File: src/rtl/ttfs_charger_lanes_pkg.sv
`default_nettype none
// ============================================================================
//  Module   : ttfs_charge_pkg
//  Purpose  : Shared types and the saturating-add helper for the multi-lane
//             TTFS charge unit.
//  Revision : 1.0 - initial release
// ============================================================================
package ttfs_charge_pkg;

  typedef enum logic [0:0] {
    RAMP   = 1'b0,
    DIRECT = 1'b1
  } charge_mode_e;

  typedef enum logic [1:0] {
    IDLE    = 2'd0,
    ACCUM   = 2'd1,
    PUBLISH = 2'd2
  } charger_state_e;

  // Result of a saturating add: clamped value plus a flag for "clamped".
  typedef struct packed {
    logic              sat;
    logic signed [31:0] value;
  } sat_res_t;

  // Adds two sign-extended operands and clamps to the signed range of a
  // destination that is 'width' bits wide. The 33-bit sum cannot overflow.
  function automatic sat_res_t sat_add(input logic signed [31:0] a,
                                       input logic signed [31:0] b,
                                       input int                 width);
    logic signed [32:0] sum;
    logic signed [32:0] max_v;
    logic signed [32:0] min_v;
    sat_res_t           res;
    sum       = 33'(a) + 33'(b);
    max_v     = (33'sd1 <<< (width - 1)) - 33'sd1;
    min_v     = -(33'sd1 <<< (width - 1));
    res.sat   = 1'b0;
    res.value = sum[31:0];
    if (sum > max_v) begin
      res.sat   = 1'b1;
      res.value = max_v[31:0];
    end else if (sum < min_v) begin
      res.sat   = 1'b1;
      res.value = min_v[31:0];
    end
    return res;
  endfunction

endpackage
`default_nettype wire

File: src/rtl/ttfs_charger_lanes_if.sv
`default_nettype none
// ============================================================================
//  Module   : ttfs_charger_lanes_if
//  Purpose  : Synapse-word stream (valid/ready, packed weights, lane mask)
//             into the multi-lane TTFS charge unit.
//  Revision : 1.0 - initial release
// ============================================================================
interface ttfs_charger_lanes_if #(
  parameter int LANES = 8
) ();
  logic             in_valid_i;
  logic             in_ready_o;
  logic [31:0]      synapse_data_i;
  logic [LANES-1:0] lane_mask_i;

  modport master (
    output in_valid_i,
    output synapse_data_i,
    output lane_mask_i,
    input  in_ready_o
  );

  modport slave (
    input  in_valid_i,
    input  synapse_data_i,
    input  lane_mask_i,
    output in_ready_o
  );
endinterface
`default_nettype wire

File: src/rtl/ttfs_charger_lanes_lane.sv
`default_nettype none
// ============================================================================
//  Module   : charger_lane
//  Purpose  : One lane of the TTFS charge unit: slope, charge and sticky
//             saturation flag, with RAMP/DIRECT update and clear.
//  Revision : 1.0 - initial release
// ============================================================================
module charger_lane
  import ttfs_charge_pkg::*;
#(
  parameter int W_W     = 4,
  parameter int SLOPE_W = 12,
  parameter int ACC_W   = 16
) (
  input  logic             clk,
  input  logic             rst,
  input  logic [W_W-1:0]   weight_i,
  input  logic             add_en_i,
  input  logic             tick_en_i,
  input  logic             clear_i,
  input  logic             sat_set_i,
  input  charge_mode_e     mode_i,
  output logic [ACC_W-1:0] charge_o,
  output logic             sat_o
);

  logic [SLOPE_W-1:0] slope_q, slope_d;
  logic [ACC_W-1:0]   charge_q, charge_d;
  logic               sat_q, sat_d;

  logic signed [31:0] w_ext, s_ext, c_ext;
  sat_res_t           slope_add, charge_tick, charge_word;
  logic               unused_bits;

  assign w_ext = {{(32-W_W){weight_i[W_W-1]}}, weight_i};
  assign s_ext = {{(32-SLOPE_W){slope_q[SLOPE_W-1]}}, slope_q};
  assign c_ext = {{(32-ACC_W){charge_q[ACC_W-1]}}, charge_q};

  // The tick always integrates the slope as it stood before this update.
  assign slope_add   = sat_add(s_ext, w_ext, SLOPE_W);
  assign charge_tick = sat_add(c_ext, s_ext, ACC_W);
  assign charge_word = sat_add(c_ext, w_ext, ACC_W);

  // Clamped results always fit the destination; the upper bits are copies.
  assign unused_bits = ^{slope_add.value[31:SLOPE_W],
                         charge_tick.value[31:ACC_W],
                         charge_word.value[31:ACC_W]};

  // Next-state: clear wins, otherwise RAMP or DIRECT accumulation.
  always_comb begin
    slope_d  = slope_q;
    charge_d = charge_q;
    sat_d    = sat_q | sat_set_i;
    if (clear_i) begin
      slope_d  = '0;
      charge_d = '0;
    end else if (mode_i == RAMP) begin
      if (add_en_i) begin
        slope_d = slope_add.value[SLOPE_W-1:0];
        sat_d   = sat_d | slope_add.sat;
      end
      if (tick_en_i) begin
        charge_d = charge_tick.value[ACC_W-1:0];
        sat_d    = sat_d | charge_tick.sat;
      end
    end else if (add_en_i) begin
      charge_d = charge_word.value[ACC_W-1:0];
      sat_d    = sat_d | charge_word.sat;
    end
  end

  // Lane registers.
  always_ff @(posedge clk) begin
    if (rst) begin
      slope_q  <= '0;
      charge_q <= '0;
      sat_q    <= 1'b0;
    end else begin
      slope_q  <= slope_d;
      charge_q <= charge_d;
      sat_q    <= sat_d;
    end
  end

  assign charge_o = charge_q;
  assign sat_o    = sat_q;

endmodule
`default_nettype wire

File: src/rtl/ttfs_charger_lanes.sv
`default_nettype none
// ============================================================================
//  Module   : ttfs_charger_lanes
//  Purpose  : Multi-lane TTFS charge unit. Unpacks each 32-bit synapse word
//             into LANES signed weights; RAMP integrates slopes on ticks,
//             DIRECT adds weights straight into the charges.
//             LANES*W_W must equal 32 and ACC_W >= SLOPE_W.
//  Revision : 1.0 - initial release
// ============================================================================
module ttfs_charger_lanes
  import ttfs_charge_pkg::*;
#(
  parameter int LANES   = 8,
  parameter int W_W     = 4,
  parameter int SLOPE_W = 12,
  parameter int ACC_W   = 16
) (
  input  logic                   clk,
  input  logic                   rst,
  input  logic                   mode_i,
  ttfs_charger_lanes_if.slave    syn_if,
  input  logic                   tick_i,
  input  logic [LANES-1:0]       lane_clear_i,
  output logic [LANES*ACC_W-1:0] charge_o,
  output logic                   charge_valid_o,
  output logic [LANES-1:0]       sat_flags_o,
  output logic                   idle_o
);

  charger_state_e   state_q, state_d;
  charge_mode_e     mode_q, mode_d;
  logic             tick_pend_q, tick_pend_d;
  logic             tick_run_q, tick_run_d;
  logic             word_vld_q, word_vld_d;
  logic [31:0]      weights_q, weights_d;
  logic [LANES-1:0] mask_q, mask_d;
  logic [LANES-1:0] blocked_q, blocked_d;

  logic in_accum, accept, tick_req, overrun;

  assign in_accum          = (state_q == ACCUM);
  assign syn_if.in_ready_o = !in_accum;
  assign accept            = syn_if.in_valid_i & !in_accum;
  assign charge_valid_o    = (state_q == PUBLISH);
  assign idle_o            = (state_q == IDLE);

  // Next-state: capture a word and/or tick into a job, run it for one ACCUM
  // cycle, publish. Ticks seen during ACCUM wait in a 1-deep pending flag;
  // a clear outside ACCUM keeps that lane at zero through the next update.
  always_comb begin
    state_d     = state_q;
    mode_d      = mode_q;
    tick_pend_d = tick_pend_q;
    tick_run_d  = tick_run_q;
    word_vld_d  = word_vld_q;
    weights_d   = weights_q;
    mask_d      = mask_q;
    blocked_d   = blocked_q;
    tick_req    = 1'b0;
    overrun     = 1'b0;
    case (state_q)
      IDLE, PUBLISH: begin
        tick_req  = tick_i | tick_pend_q;
        overrun   = tick_i & tick_pend_q;
        blocked_d = blocked_q | lane_clear_i;
        if (state_q == IDLE) begin
          mode_d = charge_mode_e'(mode_i);
        end
        if (accept | tick_req) begin
          state_d     = ACCUM;
          word_vld_d  = accept;
          weights_d   = syn_if.synapse_data_i;
          mask_d      = syn_if.lane_mask_i;
          tick_run_d  = tick_req;
          tick_pend_d = 1'b0;
        end else begin
          state_d = IDLE;
        end
      end
      ACCUM: begin
        state_d   = PUBLISH;
        blocked_d = '0;
        if (tick_i) begin
          tick_pend_d = 1'b1;
        end
      end
      default: state_d = IDLE;
    endcase
  end

  // Control registers.
  always_ff @(posedge clk) begin
    if (rst) begin
      state_q     <= IDLE;
      mode_q      <= RAMP;
      tick_pend_q <= 1'b0;
      tick_run_q  <= 1'b0;
      word_vld_q  <= 1'b0;
      weights_q   <= '0;
      mask_q      <= '0;
      blocked_q   <= '0;
    end else begin
      state_q     <= state_d;
      mode_q      <= mode_d;
      tick_pend_q <= tick_pend_d;
      tick_run_q  <= tick_run_d;
      word_vld_q  <= word_vld_d;
      weights_q   <= weights_d;
      mask_q      <= mask_d;
      blocked_q   <= blocked_d;
    end
  end

  for (genvar l = 0; l < LANES; l++) begin : g_lanes
    charger_lane #(
      .W_W     (W_W),
      .SLOPE_W (SLOPE_W),
      .ACC_W   (ACC_W)
    ) u_lane (
      .clk       (clk),
      .rst       (rst),
      .weight_i  (weights_q[l*W_W +: W_W]),
      .add_en_i  (in_accum & word_vld_q & mask_q[l]),
      .tick_en_i (in_accum & tick_run_q),
      .clear_i   (lane_clear_i[l] | (in_accum & blocked_q[l])),
      .sat_set_i (overrun),
      .mode_i    (mode_q),
      .charge_o  (charge_o[l*ACC_W +: ACC_W]),
      .sat_o     (sat_flags_o[l])
    );
  end

endmodule
`default_nettype wire
File: src/flat_wrapper.sv
// flat-port wrapper written by rule: the top's interface ports become plain ports
module ttfs_charger_lanes_flat import ttfs_charge_pkg::*;
#(
  parameter int LANES   = 8,
  parameter int W_W     = 4,
  parameter int SLOPE_W = 12,
  parameter int ACC_W   = 16
)
  (clk, rst, mode_i, tick_i, lane_clear_i, charge_o, charge_valid_o, sat_flags_o, idle_o, syn_if_in_valid_i, syn_if_synapse_data_i, syn_if_lane_mask_i, syn_if_in_ready_o);
  ttfs_charger_lanes_if #(.LANES(LANES)) syn_if_i ();
  input  logic clk;
  input  logic rst;
  input  logic mode_i;
  input  logic tick_i;
  input  logic [LANES-1:0] lane_clear_i;
  output logic [LANES*ACC_W-1:0] charge_o;
  output logic charge_valid_o;
  output logic [LANES-1:0] sat_flags_o;
  output logic idle_o;
  input wire logic [$bits(syn_if_i.in_valid_i)-1:0] syn_if_in_valid_i;
  input wire logic [$bits(syn_if_i.synapse_data_i)-1:0] syn_if_synapse_data_i;
  input wire logic [$bits(syn_if_i.lane_mask_i)-1:0] syn_if_lane_mask_i;
  output wire logic [$bits(syn_if_i.in_ready_o)-1:0] syn_if_in_ready_o;
  assign syn_if_i.in_valid_i = syn_if_in_valid_i;
  assign syn_if_i.synapse_data_i = syn_if_synapse_data_i;
  assign syn_if_i.lane_mask_i = syn_if_lane_mask_i;
  assign syn_if_in_ready_o = syn_if_i.in_ready_o;
  ttfs_charger_lanes #(.LANES(LANES), .W_W(W_W), .SLOPE_W(SLOPE_W), .ACC_W(ACC_W)) u_core (.clk(clk), .rst(rst), .mode_i(mode_i), .syn_if(syn_if_i), .tick_i(tick_i), .lane_clear_i(lane_clear_i), .charge_o(charge_o), .charge_valid_o(charge_valid_o), .sat_flags_o(sat_flags_o), .idle_o(idle_o));
endmodule
File: config.mk
export PLATFORM = sky130hd
export DESIGN_NAME = ttfs_charger_lanes_flat
export DESIGN_NICKNAME = d
export VERILOG_FILES = /design/src/rtl/ttfs_charger_lanes_pkg.sv /design/src/rtl/ttfs_charger_lanes_if.sv /design/src/rtl/ttfs_charger_lanes_lane.sv /design/src/rtl/ttfs_charger_lanes.sv /design/src/flat_wrapper.sv
export SDC_FILE = /design/constraint.sdc
export NUM_CORES = 1
export LEC_CHECK = 0
export BUFFER_PORTS_ARGS = -buffer_cell sky130_fd_sc_hd__buf_2
export CORE_UTILIZATION = 40
export DETAILED_ROUTE_END_ITERATION = 7
export GPL_TIMING_DRIVEN = 0
export HOLD_SLACK_MARGIN = 0.02
export SLEW_MARGIN = 30
export SYNTH_ARGS = -nofsm -noshare
export SYNTH_HDL_FRONTEND = slang
export SYNTH_SLANG_ARGS = --single-unit
export TNS_END_PERCENT = 1
File: constraint.sdc
create_clock -name clk -period 3.13 [get_ports clk]
set_clock_uncertainty 0.05 [all_clocks]
set_input_delay 0.1565 -clock clk [delete_from_list [all_inputs] [get_ports clk]]
set_output_delay 0.1565 -clock clk [all_outputs]
set_load 0.01 [all_outputs]
### Word level (Yosys, flattened, before mapping)

Index checks and enable logic that the tools add are counted.

| word-level totals | value |
|---|---|
| register bits | 286 |
| input port bits | 53 |
| output and inout bits | 139 |
| word-level logic and storage cells | 347 |

| operators by class | value |
|---|---|
| add/subtract/negate cells | 24 |
| $lt $le $gt $ge | 48 |
| equal/unequal tests | 12 |
| mux-type cells | 135 |
| bitwise gates (word level) | 64 |
| reduce and logical (&&, ||, !) cells | 32 |

Operator list:

| cell | count |
|---|---|
| $mux W33 | 48 |
| $mux W16 | 24 |
| $gt A17 B16 Y1 const B | 16 |
| $lt A17 B16 Y1 const B | 16 |
| $gt A33 B12 Y1 const B | 8 |
| $lt A33 B12 Y1 const B | 8 |
| $add A16 B12 Y17 | 8 |
| $add A16 B4 Y17 | 8 |
| $add A12 B4 Y13 | 8 |
| $mux W1 | 60 |
| $or A1 B1 Y1 | 42 |
| $reduce_and A2 Y1 | 18 |
| $and A1 B1 Y1 | 20 |
| $ne A2 B2 Y1 const B | 9 |
| $reduce_or A2 Y1 | 9 |
| $pmux W8 S2 | 1 |
| $or A8 B8 Y8 | 1 |
| $pmux W2 S2 | 1 |
| $reduce_bool A2 Y1 | 2 |
| $reduce_and A3 Y1 | 1 |
| $eq A2 B1 Y1 const B | 1 |
| $eq A2 B2 Y1 const B | 1 |
| $logic_not A2 Y1 | 1 |
| $ne A2 B1 Y1 const B | 1 |
| other kinds (3) | 3 |

### Longest topological paths before layout

Gate-level depths: netlist of run 1.

| logic depth | value |
|---|---|
| depth in word-level cells | 12 |
| gate-level depth with buffers | 13 |
| mapped depth without buffers | 12 |

### Hierarchy

A second synthesis of run 1 with hierarchy kept.

| second synthesis, totals | value |
|---|---|
| cells, all modules | 3695 |
| area, all modules | 29469.5 um^2 |

Modules (own cells, without submodules):

| module | instances | cells an instance | area each (um^2) | sequential area each (um^2) |
|---|---|---|---|---|
| charger_lane at u_core.g_lanes[1].u_lane ... | 6 | 428 | 3368.2 | 580.6 |
| charger_lane at u_core.g_lanes[7].u_lane | 1 | 442 | 3447.1 | 580.6 |
| charger_lane at u_core.g_lanes[0].u_lane | 1 | 431 | 3342.0 | 580.6 |
| ttfs_charger_lanes | 1 | 254 | 2471.1 | 1081.0 |

### Worst setup path before layout of run 1

OpenSTA, ideal clock, no wires.

| path | value |
|---|---|
| kind | register to register |
| start point | reg u_core.weights_q[23] |
| end point | reg u_core.g_lanes[5].u_lane.charge_q[11] |
| setup time | 117 ps |
| arrival | 3155 ps |
| required time | 2963 ps |
| setup slack | -193 ps |
| stages on the path, launching flop included | 12 |
| path buffers | 1 |
| period minus slack after synthesis | 3323 ps |
| cell sequence | dfxtp_1 > ha_1 > a21o_1 > or3_1 > a31oi_1 > nor3_1 > or4_4 > and2_4 > a21oi_4 > buf_6 > o31ai_1 > a32o_1 |

| between the ends | value |
|---|---|
| word-level cells in the longest chain between the ends | 6 |
| elaborated cells on any way between the ends | 7 |
| classes of those cells | add/sub: 1; order compare: 2; mux: 4 |

RTL lines:

| what | line | text |
|---|---|---|
| from (decl) | ttfs_charger_lanes.sv:35 | `logic [31:0] weights_q, weights_d;` |
| from (signal assigned) | ttfs_charger_lanes.sv:108 | `weights_q <= weights_d;` |
| $add A16 B4 Y17 (*) | ttfs_charger_lanes_pkg.sv:36 | `sum = 33'(a) + 33'(b);` |
| $lt A17 B16 Y1 | ttfs_charger_lanes_pkg.sv:44 | `end else if (sum < min_v) begin` |
| $mux W33 | ttfs_charger_lanes_pkg.sv:44 |  |
| $mux W33 (*) | ttfs_charger_lanes_pkg.sv:41 | `if (sum > max_v) begin` |
| $mux W16 (*) | ttfs_charger_lanes_lane.sv:66 | `end else if (add_en_i) begin` |
| $mux W16 (*) | ttfs_charger_lanes_lane.sv:57 | `end else if (mode_i == RAMP) begin` |
| to (signal assigned) | ttfs_charger_lanes_lane.sv:80 | `charge_q <= charge_d;` |
| to (decl) | ttfs_charger_lanes_lane.sv:28 | `logic [ACC_W-1:0] charge_q, charge_d;` |

Every way passes the cells marked *; elsewhere a longest branch is shown, timed or not. The select of a mux whose other input is x is not followed.
A chain may end at the register's enable or synchronous reset.

### Worst setup path in the final report of run 1

| path | value |
|---|---|
| start point | reg u_core.weights_q[16] |
| end point | reg u_core.g_lanes[4].u_lane.charge_q[0] |

| between the ends | value |
|---|---|
| word-level cells in the longest chain between the ends | 6 |
| elaborated cells on any way between the ends | 7 |
| classes of those cells | add/sub: 1; order compare: 2; mux: 4 |

RTL lines:

| what | line |
|---|---|
| $add A16 B4 Y17 (*) | ttfs_charger_lanes_pkg.sv:36 |
| $lt A17 B16 Y1 | ttfs_charger_lanes_pkg.sv:44 |
| $mux W33 | ttfs_charger_lanes_pkg.sv:44 |
| $mux W33 (*) | ttfs_charger_lanes_pkg.sv:41 |
| $mux W16 (*) | ttfs_charger_lanes_lane.sv:66 |
| $mux W16 (*) | ttfs_charger_lanes_lane.sv:57 |
| to (signal assigned) | ttfs_charger_lanes_lane.sv:80 |
| to (decl) | ttfs_charger_lanes_lane.sv:28 |

Marks and branches as above.

==> results.yml, run 1 <==
routing:
  drt_iter0_drc: 1901
  viasPerCell: 5.74
  dr.pass1.iters: 5
  avgRoutedWirePerCell_um: 18.5
  drc: 0
  finalWirelength_um: 91200
  ant_nets: 0
  vias: 28300
finish:
  syn2layout_area_growth_pct: 19.2
  layout_commonest_cell: "a21oi_1"
  nets: 4396
  design_area_um2: 33600
  most-common-layout-cells: "a21oi_1 (477), o21ai_0 (340), ha_1 (337)"
  drive_gt1_frac: 0.143
worst_setup_path:
  critPathLaunchType: "flip-flop"
  crit_required_ns: 3.54
  crit_path_max_fanout: 10
  worstRegToRegCells: 12
  worstSetupPathType: "reg2reg"
  cp-end-kind: "flip-flop"
  r2r_slack_ns: -0.11
  crit_arrival_ns: 3.65
yosys:
  netlist_area_um2: 28200
  async_flop_share: 0
  syn_inst: 3664
  yosysUniqueCellTypes: 93
  synth_top_area_frac: 0.203
  synth_top_cell_by_area: "dfxtp_1"
  synth-seq-area-share: 0.203
  synth_area_leaders: "dfxtp_1 (20%), ha_1 (16%), a21oi_1 (8.8%), o21ai_0 (6.5%), xnor2_1 (5.4%)"
  syn-mean-instance-area_um2: 7.70
  ys_ff_latch: 286
  ys_warn_count: 0
  synth_flop_cell: "dfxtp_1"
  synth_edf_count: 0
  syn_nets: 4093
clock_tree:
  numCtsBuffers: 38
  clock_latency_ns: 0.57
  root_buffer: "clkbuf_16"
  cts_tree: "done"
  cts_buffer_depth: 3
  htree_num_levels: 2
  clk_pin_slew_ns: 0.06
  cts.sinks: 286
pwr:
  total_power_uw: 10400
  p_leak_uw: 0.0150
  power_per_cell_area_nw_per_um2: 311
  peakVddDrop_mv: 0.297
floorplanning:
  core_um2: 69200
  chipHeight_um: 268
  io_pins: 192
  die_w_um: 268
  row_count: 96
  dieArea_um2: 71600
  initial_core_util: 0.408
placed_design:
  io_buffer_count: 190
  placed_cell_area_um2: 30400
  routabilityCongestion: 0.895
  place_hpwl_um: 70100
global_route:
  track_usage: 0.247
  grt_max_degree: 24
  grt-ovfl-total: 0
  grt_pass1_wl_um: 142000
  antenna_found_initial: 4
  grt_pass1_vias: 26200
outcome:
  status: "finished, violations left"
  violations: "negative setup slack"
timing:
  report.final.slew_viol_count: 0
  setup_viol: 39
  fin_tns_setup_ns: -1.99
  timing.final.ws_setup_ns: -0.111
  post-route-min-period_ns: 3.24
  worst_pin_slew_ns: 1.11
  fmax_mhz: 309
  period_share: 1.04
  holdWs_ns: 0.324
  slew-limit-headroom: 0.262
  rsz0062_at_grt: "yes"
  hold_viol_final: 0
min_path:
  hold_path_class: "in2reg"
  min_path_cells: 4
job:
  cap_violations: 0
metrics by stage:
| stage | setup slack (ns) | util | instances |
|---|---|---|---|
| after floorplan | -0.146 | - | 3664 |
| after global placement | -1.14 | 0.438 | 4785 |
| after detailed placement | -1.17 | 0.439 | 4786 |
| after CTS | -0.173 | 0.476 | 4909 |
| after global routing | -0.227 | 0.486 | 4926 |
| final | -0.111 | 0.486 | 4929 |
layout make-up:
type	instances	area, um^2
Buffer	139	736
Sequential cell	286	5790
Timing Repair Buffer	266	1680
Inverter	95	357
Tap cell	931	1160
Clock inverter	8	118
Clock buffer	60	1220
Multi-Input combinational cell	3141	22500
Antenna cell	3	7.51
Fill cell	6784	35600
routing by layer:
layer,global-route usage,part of all wire
met4,0.0659,0.027
met2,0.400,0.44
met3,0.0323,0.054
met5,0,0.00033
met1,0.343,0.47
Yosys cell counts (all sizes together) (8+ instances only):
cell type    n
a32o        38
a22o        19
nand4       10
a21boi       8
nand3b       8
maj3        13
o211ai      37
o22ai       12
a21o       119
ha         352
a21oi      498
fa          24
or3         17
nor4        13
nor3        55
nor2       266
buf         31
mux2i        8
inv         95
a211oi     123
a211o       18
clkbuf     111
nor3b       11
xnor2      174
or2         22
xor2       105
nor2b       47
nand2b      41
nand2      304
a31o        12
o21ai      384
dfxtp      286
o21bai      34
a31oi       57
o21a        50
o41ai       10
and3        28
and2        35
o31ai       45
nand3       49
what timing repair did:
action | 4_1_cts | 5_1_grt
endpoints found under the setup margin | 223 | 219
buffers inserted | 4 | 19
hold buffers | 52 | 0
endpoints found under the hold margin | 71 | 0
pin swaps | 26 | 23
resized for setup | 195 | 159
worst paths after layout:
| path | to | from |
|---|---|---|
| max | u_core.g_lanes[4].u_lane.charge_o[0] | u_core.weights_q[16] |
| min | u_core.weights_q[7] | syn_if_synapse_data_i[7] |
| max reg2reg | u_core.g_lanes[4].u_lane.charge_o[0] | u_core.weights_q[16] |
| min reg2reg | u_core.blocked_q[5] | u_core.blocked_q[5] |
worst max-delay path: stages, from the launching register on:
cell and delay [ns]:
dfxtp_1 0.34, ha_2 0.20, fa_2 0.37, a211oi_2 0.23, o21a_1 0.18, o31ai_2 0.09
a221o_1 0.39, a221oi_4 0.35, nor2_4 0.12, or2_1 0.23, buf_6 0.14, a21o_1 0.17
a32o_1 0.25
registers in the layout, indices dropped and copies added, names as in the netlist:
| register | flops |
|---|---|
| u_core.blocked_q | 8 |
| u_core.g_lanes.u_lane.charge_o | 128 |
| u_core.g_lanes.u_lane.sat_o | 8 |
| u_core.g_lanes.u_lane.slope_q | 96 |
| u_core.mask_q | 8 |
| u_core.mode_q | 1 |
| u_core.state_q | 2 |
| u_core.tick_pend_q | 1 |
| u_core.tick_run_q | 1 |
| u_core.weights_q | 32 |
| u_core.word_vld_q | 1 |
kinds of logic after synthesis:
kind of cell,count (synthesis),synth area share
buffers and inverters,237,0.0341
XOR/XNOR,279,0.0866
AO/OA/AOI/OAI,1542,0.343
flip-flops,286,0.203
AND/OR/NAND/NOR,922,0.152
multiplexers,9,0.00324
adder cells (fa/ha/maj),389,0.178
where the power goes:
group / switching, uW / internal [uW]
Sequential: 133 / 3710
Clock: 1810 / 2910
Combinational: 1160 / 721
(Power assumes the default switching activity.)
==> run 2, diff against run 1 <==
--- a/config.mk
+++ b/config.mk
@@ -10,6 +10,7 @@
 export DETAILED_ROUTE_END_ITERATION = 7
 export GPL_TIMING_DRIVEN = 0
 export HOLD_SLACK_MARGIN = 0.02
+export PLACE_DENSITY = 0.64
 export SLEW_MARGIN = 30
 export SYNTH_ARGS = -nofsm -noshare
 export SYNTH_HDL_FRONTEND = slang
==> run 2 against run 1 <==
Net effect:
- the run still ends with negative setup slack left
- worst setup slack worse by 0.034 ns
- fmax down 1.0%
- via count up 0.80%
- non-clock buffer count up 26
- critical path type unchanged
- largest cell class unchanged
- largest power group unchanged
==> results.yml, run 2 (synthesis gave the netlist of run 1 again) <==
outcome:
  status: "finished, violations left"
  violations: "negative setup slack"
routing:
  viasPerCell: 5.76
  drt-met1-wl_um: 43300
  met3_length_um: 4440
  vias: 28500
  drc: 0
  drt_iter0_drc: 1775
  dr_wl_met2_um: 41300
  finalWirelength_um: 91200
  avgRoutedWirePerCell_um: 18.4
  ant_nets: 0
  dr.pass1.iters: 7
  topRoutingLayerUsed: "met5"
placed_design:
  io_buffer_count: 190
  place_hpwl_um: 69100
  place_ws_ns: -0.913
  routabilityCongestion: 0.937
  dpl.cell_count: 4786
clock_tree:
  numCtsBuffers: 40
  cts.sinks: 286
  htree_num_levels: 2
  root_buffer: "clkbuf_16"
  clk_pin_slew_ns: 0.06
  cts_buffer_depth: 3
  clock_latency_ns: 0.58
  cts_tree: "done"
floorplanning:
  core_um2: 69200
  io_pins: 192
  row_count: 96
  dieArea_um2: 71600
  die_w_um: 268
  chipHeight_um: 268
  initial_core_util: 0.408
finish:
  most-common-layout-cells: "a21oi_1 (477), o21ai_0 (347), ha_1 (339)"
  largest_register_ffs: 128
  nets: 4424
  drive_gt1_frac: 0.149
  stdcell_count: 4957
  syn2layout_area_growth_pct: 19.3
  layout_commonest_cell: "a21oi_1"
timing:
  slew-limit-headroom: 0.309
  setup_viol: 18
  rsz0062_at_grt: "yes"
  fmax_mhz: 305
  period_share: 1.05
  holdWs_ns: 0.323
  report.final.slew_viol_count: 0
  timing.final.ws_setup_ns: -0.146
  hold_viol_final: 0
  post-route-min-period_ns: 3.28
  worst_pin_slew_ns: 1.04
min_path:
  hold_path_class: "in2reg"
pwr:
  peakVddDrop_mv: 0.320
  p_leak_uw: 0.0151
  power_per_cell_area_nw_per_um2: 303
worst_setup_path:
  critPathLaunchType: "flip-flop"
  crit_arrival_ns: 3.68
  worstSetupPathType: "reg2reg"
  crit_required_ns: 3.53
  cp-end-kind: "flip-flop"
  crit_path_max_fanout: 5
global_route:
  grt-ovfl-total: 0
  grt_pass1_vias: 26200
  grt_max_degree: 24
  track_usage: 0.243
  grt_pass1_wl_um: 140000
  antenna_found_initial: 8
job:
  cap_violations: 0
==> run 2: cell count changes in the layout (fill, tap and decap cells not counted), sizes merged <==
cell,delta
inv,+2
buf,+23
bufinv,-2
clkbuf,+2
clkinv,+1
diode,+2
==> run 2: path summary, 6_finish.rpt <==
kind	slack, ns	from	end	depth (start not counted)
max	-0.15	u_core.g_lanes[4].u_lane.charge_o[0]	u_core.g_lanes[4].u_lane.charge_o[2]	12
min	0.32	rst	u_core.g_lanes[5].u_lane.slope_q[11]	3
max reg2reg	-0.15	u_core.g_lanes[4].u_lane.charge_o[0]	u_core.g_lanes[4].u_lane.charge_o[2]	12
min reg2reg	0.44	u_core.g_lanes[1].u_lane.charge_o[0]	u_core.g_lanes[1].u_lane.charge_o[0]	2
==> run 2: timing repair <==
action | CTS | global route
pin swaps | 25 | 47
buffers inserted | 27 | 19
endpoints found under the setup margin | 227 | 218
hold endpoints to repair | 68 | 0
resized for setup | 195 | 151
hold buffers | 52 | 0
gates cloned | 0 | 3
==> run 2: per-layer routing <==
metal / GRT usage / vias to the layer above
met5: 0 / -
met4: 0.0656 / 10
met3: 0.0279 / 115
met2: 0.396 / 631
met1: 0.337 / 13400
li1: - / 14400
==> run 2: report_power, final <==
part / leakage [uW] / internal, uW / switching [uW]
sequential: 0.00233 / 3710 / 134
combinational: 0.0121 / 721 / 1150
clock: 0.000611 / 2640 / 1830
==> run 2: area by class of cell <==
class | count | area, um^2
clock inverters | 9 | 80.1
plain buffers | 139 | 751
clock buffers | 59 | 1160
multi-input cells | 3141 | 22500
well taps | 931 | 1160
inverters | 95 | 357
diodes | 5 | 12.5
fillers | 6873 | 35500
flip-flops and latches | 286 | 5790
repair buffers | 292 | 1870
==> run 2: critical path: stages (launching register included) <==
cell and delay (ns):
dfxtp_4 0.36, ha_4 0.16, fa_2 0.39, a211oi_2 0.23
o21a_1 0.22, o31ai_4 0.09, a221o_1 0.40, a221oi_4 0.37
nor2_4 0.11, or2_4 0.26, buf_6 0.13, a21o_1 0.15
a32o_1 0.24
==> run 2: stage by stage <==
step           TNS, ns  power, uW   util  cell area (um^2)
6_report         -1.58      10200  0.487             33700
5_1_grt         -14.06      10600  0.487             33700
4_1_cts          -2.43      10200  0.477             33000
3_5_place_dp   -120.48       5560  0.439             30300
3_3_place_gp   -120.64       5540  0.438             30300
2_1_floorplan    -2.61       5050      -             28200
